## config.mk

```make
export PLATFORM = sky130hd
export DESIGN_NAME = seven_seg_scan
export DESIGN_NICKNAME = d
export VERILOG_FILES = /design/src/rtl/seven_seg_scan.sv
export SDC_FILE = /design/constraint.sdc
export NUM_CORES = 1
export LEC_CHECK = 0
export BUFFER_PORTS_ARGS = -buffer_cell sky130_fd_sc_hd__buf_4
export CAP_MARGIN = 0
export CORE_MARGIN = 4
export CORE_UTILIZATION = 52
export CTS_CLUSTER_SIZE = 25
export DETAILED_ROUTE_END_ITERATION = 8
export PLACE_DENSITY = 0.75
export REMOVE_ABC_BUFFERS = 1
export SLEW_MARGIN = 10
export SYNTH_ARGS = -nofsm -noshare
export SYNTH_HDL_FRONTEND = slang
export SYNTH_SLANG_ARGS = --single-unit
export TNS_END_PERCENT = 30
```

## constraint.sdc

```tcl
create_clock -name clk -period 2.3 [get_ports clk]
set_clock_uncertainty 0.1 [all_clocks]
set_input_delay 0.115 -clock clk [delete_from_list [all_inputs] [get_ports clk]]
set_output_delay 0.115 -clock clk [all_outputs]
set_load 0.05 [all_outputs]
```

## src/rtl/seven_seg_scan.sv

```systemverilog
// Time-multiplexed driver for common-anode 7-segment displays: scans NUM_DIGITS hex
// digits with PWM brightness, leading-zero blanking and a frame-synchronous double buffer.
module seven_seg_scan #(
    parameter int NUM_DIGITS  = 4,
    parameter int REFRESH_DIV = 100000,
    parameter int BRIGHT_W    = 3
) (
    input  logic                    clk,
    input  logic                    rst,
    input  logic [4*NUM_DIGITS-1:0] value,
    input  logic [NUM_DIGITS-1:0]   dp_in,
    input  logic                    load,
    input  logic                    blank_lz,
    input  logic [BRIGHT_W-1:0]     bright,
    output logic [NUM_DIGITS-1:0]   an,
    output logic [6:0]              seg,
    output logic                    dp,
    output logic                    frame_start
);

    localparam int DIV_W = (REFRESH_DIV > 1) ? $clog2(REFRESH_DIV) : 1;
    localparam int IDX_W = (NUM_DIGITS > 1) ? $clog2(NUM_DIGITS) : 1;
    localparam logic [DIV_W-1:0] DIV_LAST = DIV_W'(REFRESH_DIV - 1);
    localparam logic [IDX_W-1:0] IDX_LAST = IDX_W'(NUM_DIGITS - 1);

    logic [DIV_W-1:0]        div_cnt_reg;
    logic [IDX_W-1:0]        digit_idx_reg;
    logic [BRIGHT_W-1:0]     pwm_cnt_reg;
    logic [4*NUM_DIGITS-1:0] shadow_val_reg;
    logic [NUM_DIGITS-1:0]   shadow_dp_reg;
    logic [4*NUM_DIGITS-1:0] active_val_reg;
    logic [NUM_DIGITS-1:0]   active_dp_reg;
    logic                    pending_reg;
    logic                    active_valid_reg;
    logic [NUM_DIGITS-1:0]   an_reg;
    logic [6:0]              seg_reg;
    logic                    dp_reg;
    logic                    frame_start_reg;

    logic [NUM_DIGITS-1:0]   an_next;
    logic [6:0]              seg_next;
    logic                    dp_next;

    logic                    div_wrap;
    logic                    frame_boundary;
    logic [NUM_DIGITS-1:0]   digit_sel;
    logic [NUM_DIGITS-1:0]   upper_zero;
    logic [3:0]              digit_nib [NUM_DIGITS];
    logic [3:0]              cur_nib;
    logic                    cur_dp;
    logic                    cur_blank;
    logic                    pwm_on;

    function automatic logic [6:0] hex_to_seg(input logic [3:0] nib);
        logic [6:0] s;
        case (nib)
            4'h0: s = 7'h40;
            4'h1: s = 7'h79;
            4'h2: s = 7'h24;
            4'h3: s = 7'h30;
            4'h4: s = 7'h19;
            4'h5: s = 7'h12;
            4'h6: s = 7'h02;
            4'h7: s = 7'h78;
            4'h8: s = 7'h00;
            4'h9: s = 7'h10;
            4'hA: s = 7'h08;
            4'hB: s = 7'h03;
            4'hC: s = 7'h46;
            4'hD: s = 7'h21;
            4'hE: s = 7'h06;
            default: s = 7'h0E;
        endcase
        return s;
    endfunction

    assign div_wrap       = (div_cnt_reg == DIV_LAST);
    assign frame_boundary = div_wrap && (digit_idx_reg == IDX_LAST);
    assign pwm_on         = (pwm_cnt_reg <= bright);

    // upper_zero[i]: nibbles i..NUM_DIGITS-1 of the active buffer are all zero
    for (genvar gi = 0; gi < NUM_DIGITS; gi++) begin : g_digit
        assign digit_sel[gi]  = (digit_idx_reg == IDX_W'(gi));
        assign digit_nib[gi]  = active_val_reg[4*gi +: 4];
        assign upper_zero[gi] = ~|active_val_reg[4*NUM_DIGITS-1:4*gi];
    end

    always_comb begin
        cur_nib = 4'h0;
        for (int i = 0; i < NUM_DIGITS; i++) begin
            if (digit_sel[i]) begin
                cur_nib = digit_nib[i];
            end
        end
        cur_dp    = |(active_dp_reg & digit_sel);
        cur_blank = blank_lz && !digit_sel[0] && |(upper_zero & digit_sel);

        seg_next = cur_blank ? 7'h7F : hex_to_seg(cur_nib);
        dp_next  = ~cur_dp;
        an_next  = '1;
        // A blanked digit still lights its anode when its decimal point is requested
        if (active_valid_reg && pwm_on && (!cur_blank || cur_dp)) begin
            an_next = ~digit_sel;
        end
    end

    always_ff @(posedge clk) begin
        if (rst) begin
            div_cnt_reg      <= '0;
            digit_idx_reg    <= '0;
            pwm_cnt_reg      <= '0;
            shadow_val_reg   <= '0;
            shadow_dp_reg    <= '0;
            active_val_reg   <= '0;
            active_dp_reg    <= '0;
            pending_reg      <= 1'b0;
            active_valid_reg <= 1'b0;
            an_reg           <= '1;
            seg_reg          <= 7'h7F;
            dp_reg           <= 1'b1;
            frame_start_reg  <= 1'b0;
        end else begin
            pwm_cnt_reg <= pwm_cnt_reg + 1'b1;

            if (div_wrap) begin
                div_cnt_reg   <= '0;
                digit_idx_reg <= (digit_idx_reg == IDX_LAST) ? '0 : digit_idx_reg + 1'b1;
            end else begin
                div_cnt_reg <= div_cnt_reg + 1'b1;
            end

            if (frame_boundary && pending_reg) begin
                active_val_reg   <= shadow_val_reg;
                active_dp_reg    <= shadow_dp_reg;
                active_valid_reg <= 1'b1;
            end

            // A load on the boundary cycle lands in shadow and stays pending for the next frame
            if (load) begin
                shadow_val_reg <= value;
                shadow_dp_reg  <= dp_in;
                pending_reg    <= 1'b1;
            end else if (frame_boundary) begin
                pending_reg <= 1'b0;
            end

            an_reg          <= an_next;
            seg_reg         <= seg_next;
            dp_reg          <= dp_next;
            frame_start_reg <= frame_boundary;
        end
    end

    assign an          = an_reg;
    assign seg         = seg_reg;
    assign dp          = dp_reg;
    assign frame_start = frame_start_reg;

endmodule
```

After elaboration in Yosys (flattened, before gate mapping)
Memory sizes are Yosys's and may differ from the RTL's. A register that Yosys moved wholly into a read port is not among the register bits.
Cells that the tools add are included.
W data, S select, Z words.
{ "word_totals": {"register_bits": 70, "romBits": 112, "word_cells": 57, "mem_count": 1} }
{ "mem_list": {"columns": ["name", "words", "width", "rd", "rd_ports_with_merged_regs", "wr", "line", "source"], "rows": [
  ["(no name shown)", 16, 7, 1, 1, 0, "56", "case (nib)"]
]} }
{ "classes": {"n_addsub": 3, "magnitude_cmp": 1, "eq_ne": 4, "n_mux": 7, "n_bitwise": 5, "reduce_logical": 24} }
{ "ops": {"columns": ["cell", "count"], "rows": [
  ["$add A17 B1 Y17 const B", 1],
  ["$eq A17 B17 Y1 const B", 1],
  ["$mux W4", 4],
  ["$reduce_or A16 Y1", 1],
  ["$reduce_or A12 Y1", 1],
  ["$reduce_or A4 Y1", 3],
  ["$and A4 B4 Y4", 2],
  ["$reduce_or A8 Y1", 1],
  ["$logic_and A1 B1 Y1", 6],
  ["$logic_not A1 Y1", 6],
  ["$reduce_or A2 Y1", 3],
  ["$eq A2 B2 Y1 const B", 2],
  ["$not A4 Y4", 1],
  ["$add A3 B1 Y3 const B", 1],
  ["$le A3 B3 Y1", 1],
  ["$add A2 B1 Y2 const B", 1],
  ["$eq A2 B1 Y1 const B", 1],
  ["$logic_not A2 Y1", 1],
  ["$mux W1", 2],
  ["$mux W2", 1],
  ["$not A1 Y1", 2],
  ["$reduce_bool A2 Y1", 1],
  ["$logic_or A1 B1 Y1", 1]
]} }

Depth between registers and ports, before layout
{ "depth": {"word_depth": 10, "ltp_mapped": 11} }

Worst setup path after synthesis
Ideal clock, no wire load.
{ "synth_path": {"path_kind": "reg-to-reg", "from": "register digit_idx_reg[0]", "to": "register seg_reg[3] (netlist: seg[3])", "setup_ps": 131, "arrival_ps": 2185, "t_required_ps": 2069, "slack_ps": -116, "path_stages_with_launch": 10, "synth_period_minus_slack_ps": 2416, "path_cell_list": "dfxtp_1 > ha_1 > clkbuf_1 > a211oi_1 > a211oi_1 > inv_1 > ha_1 > mux2_2 > mux2i_1 > nand2_1"} }
{ "synth_via": {"elab_chain_len": 5, "elab_cells_between_ends": 14, "cone_classes": "3 x eq/ne; 4 x mux; 1 x bitwise; 6 x reduce/logical"} }
{ "synth_lines": {"columns": ["element", "line", "source"], "rows": [
  ["start: declaration", "27", "logic [IDX_W-1:0] digit_idx_reg;"],
  ["start signal: assignment", "127", "digit_idx_reg <= (digit_idx_reg == IDX_LAST) ? '0 : digit_idx_reg + 1'b1;"],
  ["$eq A2 B1 Y1 (tied with other cells)", "83", "assign digit_sel[gi] = (digit_idx_reg == IDX_W'(gi));"],
  ["$and A4 B4 Y4 (tied with other cells)", "96", "cur_blank = blank_lz && !digit_sel[0] && |(upper_zero & digit_sel);"],
  ["$reduce_or A4 Y1 (tied with other cells)", "96", null],
  ["$logic_and A1 B1 Y1 / $mux W4 (equally long branches)", "96, 91", null],
  ["$reduce_or A2 Y1 (no source line) / $mux W4 (equally long branches)", null, null],
  ["end: declaration", "36", "logic [6:0] seg_reg;"]
]} }
Parallel ways exist; a longest one is shown, timed or not.
A chain may end at the register's enable or synchronous reset.

Worst setup path in the final report
{ "layout_path": {"from": "register div_cnt_reg[12]", "to": "register active_val_reg[13]"} }
{ "layout_via": {"elab_chain_len": 3} }
{ "layout_lines": {"columns": ["element", "line", "source"], "rows": [
  ["start: declaration", "26", "logic [DIV_W-1:0] div_cnt_reg;"],
  ["start signal: assignment", "129", "div_cnt_reg <= div_cnt_reg + 1'b1;"],
  ["$eq A17 B17 Y1", "77", "assign div_wrap = (div_cnt_reg == DIV_LAST);"],
  ["$logic_and A1 B1 Y1", "78", "assign frame_boundary = div_wrap && (digit_idx_reg == IDX_LAST);"],
  ["$logic_and A1 B1 Y1", "132", "if (frame_boundary && pending_reg) begin"],
  ["end signal: assignment", "133", "active_val_reg <= shadow_val_reg;"],
  ["end: declaration", "31", "logic [4*NUM_DIGITS-1:0] active_val_reg;"]
]} }
Every way passes these cells.

==> flow_summary.json <==
{
  "status": "completed",
  "cp_slowest_cell": "or4_1",
  "syn_to_final_growth_pct": 23.47,
  "end_kind": "flop",
  "cts.clk_slew.worst_paths_ps": 80,
  "grt_max_degree": 53,
  "clk_path_buf_depth": 2,
  "power_density_nw_per_um2": 600.7,
  "antenna_found_initial": 0,
  "path_max_fanout": 20,
  "place_area_sq_um": 3751,
  "seq_area_frac_synth": 0.4590,
  "fin_crit_sh": 0.9313,
  "timing.rr.start": "div_cnt_reg[12]",
  "path_delay_family": "simple AND/OR/NAND/NOR gates",
  "leakage_nw": 1.628,
  "first_pass_iters": 4,
  "dieArea_sq_um": 7807,
  "synthFlopType": "dfxtp_1",
  "fin_ws_ps": 158.1,
  "cp-endpoint": "active_val_reg[13]",
  "cts_tree": "done",
  "r2r_cells": 5,
  "synthCells": 372,
  "r2r_slack_ps": 160,
  "post_cts_buffers": 0,
  "drive_above_1_share": 0.2227,
  "final_common_cell": "dfxtp_1",
  "portBuffers": 39,
  "rsz0062_at_grt": "false",
  "diodes": 0,
  "grt.total_usage": 0.1819,
  "crit_type": "reg2reg",
  "async_flop_share": 0,
  "crit_required_ps": 2410,
  "multi_input_area_sq_um": 1684,
  "utilization": 0.6568,
  "setup_viol": 0,
  "clock_sinks": 77,
  "drv_cap": 0,
  "worstSkewPairLatency_ps": 340,
  "drv_slew": 0,
  "hold_viol": 0,
  "wl_per_cell_microns": 12.71,
  "die_width_microns": 88.36,
  "ir_drop_v": 0.0004415,
  "htreeDepth": 3,
  "routabilityCongestion": 0.7822,
  "syn_area_sq_um": 3358,
  "max_freq_ghz": 0.4669,
  "min_period_ps": 2142,
  "ant_nets": 0,
  "synth-seq-cells": 77,
  "stdcell_area_sq_um": 4146,
  "pre_cts_slack_ps": 19.77,
  "synth-edff-count": 0,
  "grt_pass1_vias": 2546,
  "vias": 2665,
  "worstHoldStart": "blank_lz",
  "worstSetupStartpointType": "flop",
  "critical_path_arrival_ps": 2250,
  "grt_pass1_wl_microns": 11140,
  "n_fill_cell": 555,
  "r2r_end": "active_val_reg[13]",
  "largest_reg_flops": 17,
  "tightestPinTransition_ps": 556.0,
  "place_inst": 481,
  "dp_hpwl_microns": 4555,
  "vias_per_cell": 5.155,
  "hold_class": "in2reg",
  "path_cells": "or4_1, or4_4, or2_4, nand2_1, a21oi_1",
  "ioPinCount": 40,
  "relSlewSlack": 0.6293,
  "path_depth": 5,
  "nets": 477,
  "grt.overflow.total": 0,
  "cts_buffers": 9,
  "design.core.area_sq_um": 6314,
  "ys_warn_count": 0,
  "rows": 29,
  "max_stage_delay_ps": 550,
  "drc": 0,
  "avgSynthCellArea_sq_um": 9.027,
  "die_h_microns": 88.36,
  "yosysUniqueCellTypes": 44,
  "drt_iter0_drc": 115,
  "final_cell_mix": "dfxtp_1 (75), nand2_1 (55), buf_4 (50), nor2_1 (43), mux2i_1 (23)",
  "whs_path_depth": 3,
  "cts_root_buffer": "clkbuf_8",
  "routed_wl_microns": 6571,
  "holdWs_ps": 39.89,
  "start_util": 0.5319,
  "cp-startpoint": "div_cnt_reg[12]",
  "post_layout_nonfiller_instances": 517,
  "seqCellArea_sq_um": 1544,
  "path_buf_inv": 0
}
how the worst min path moves through the flow:
| stage | endpoint | slack, ps |
|---|---|---|
| after floorplan | active_dp_reg[0] | 80 |
| after global routing | an[3] | 60 |
| after CTS | an[3] | 30 |
| final | an[3] | 40 |
| after global placement | shadow_dp_reg[2] | 250 |
| after detailed placement | shadow_dp_reg[0] | 260 |
stage by stage:
step	power (W)	setup TNS, ps
global placement	0.001579	0
CTS	0.002515	0
global route	0.002587	0
detailed placement	0.001584	0
floorplan	0.001497	-248.9
finish	0.002491	0
cell type report:
class                   instances  share of cell area
well taps                      77             0.02323
clock buffers                  12             0.03742
flip-flops and latches         77              0.3724
inverters                      13             0.01177
clock inverters                 4            0.005431
multi-input cells             263              0.4062
repair buffers                 71              0.1436
tightest hold or removal path, delay by kind of cell:
family	cells	cell delay [ps]
AO/OA/AOI/OAI	1	100
AND/OR/NAND/NOR	1	100
buffers and inverters	1	120
layer usage:
metal	up-vias	share of wire	global-route usage	wire length (microns)
met2	42	0.49	0.3080	3207
met4	0	0.014	0.06593	94
met5	-	0	0	0
met3	7	0.042	0.05028	273
met1	1232	0.46	0.2213	2996
li1	1384	-	-	-
report_power, final:
group          internal (W)  leakage (nW)  switching, W
Combinational     0.0000999         0.907     0.0000908
Sequential          0.00137         0.629     0.0000201
Clock              0.000445        0.0921      0.000466
Total               0.00191          1.63      0.000577
Yosys cell counts (2+ instances only):
library cell	count	area [sq um]
nand2_1	55	206.5
nor2_1	43	161.4
nor3b_1	4	30.03
o21ai_0	7	35.03
a311oi_1	2	17.52
inv_1	13	48.80
nor2b_1	7	43.79
ha_1	15	187.7
clkbuf_1	10	37.54
a22oi_1	2	15.01
mux2i_1	23	230.2
nand3_1	3	15.01
dfxtp_1	77	1541
xnor2_1	2	17.52
o211ai_1	6	45.04
nand2_2	10	62.56
nand4_1	4	25.02
buf_6	2	22.52
a21oi_2	10	87.58
nand3b_1	4	30.03
buf_4	3	22.52
nor4_1	4	25.02
buf_1	3	11.26
or3_1	6	37.54
nand2b_1	3	18.77
and3_1	2	12.51
xor2_1	10	87.58
o221ai_1	4	35.03
a21oi_1	21	105.1
or2_2	2	12.51
a211oi_1	2	15.01
kinds of logic after synthesis:
group / synth area share
flip-flops: 0.4590
adder cells (fa/ha/maj): 0.05589
AO/OA/AOI/OAI: 0.1159
multiplexers: 0.07191
AND/OR/NAND/NOR: 0.2221
XOR/XNOR: 0.03130
buffers and inverters: 0.04396
repair_timing:
action | in CTS | in global routing
endpoints found under the hold margin | 20 | 0
gates resized for setup | 0 | 6
setup endpoints to repair | 0 | 7
hold buffers | 20 | 0
Power figures use the tool's default switching activity.
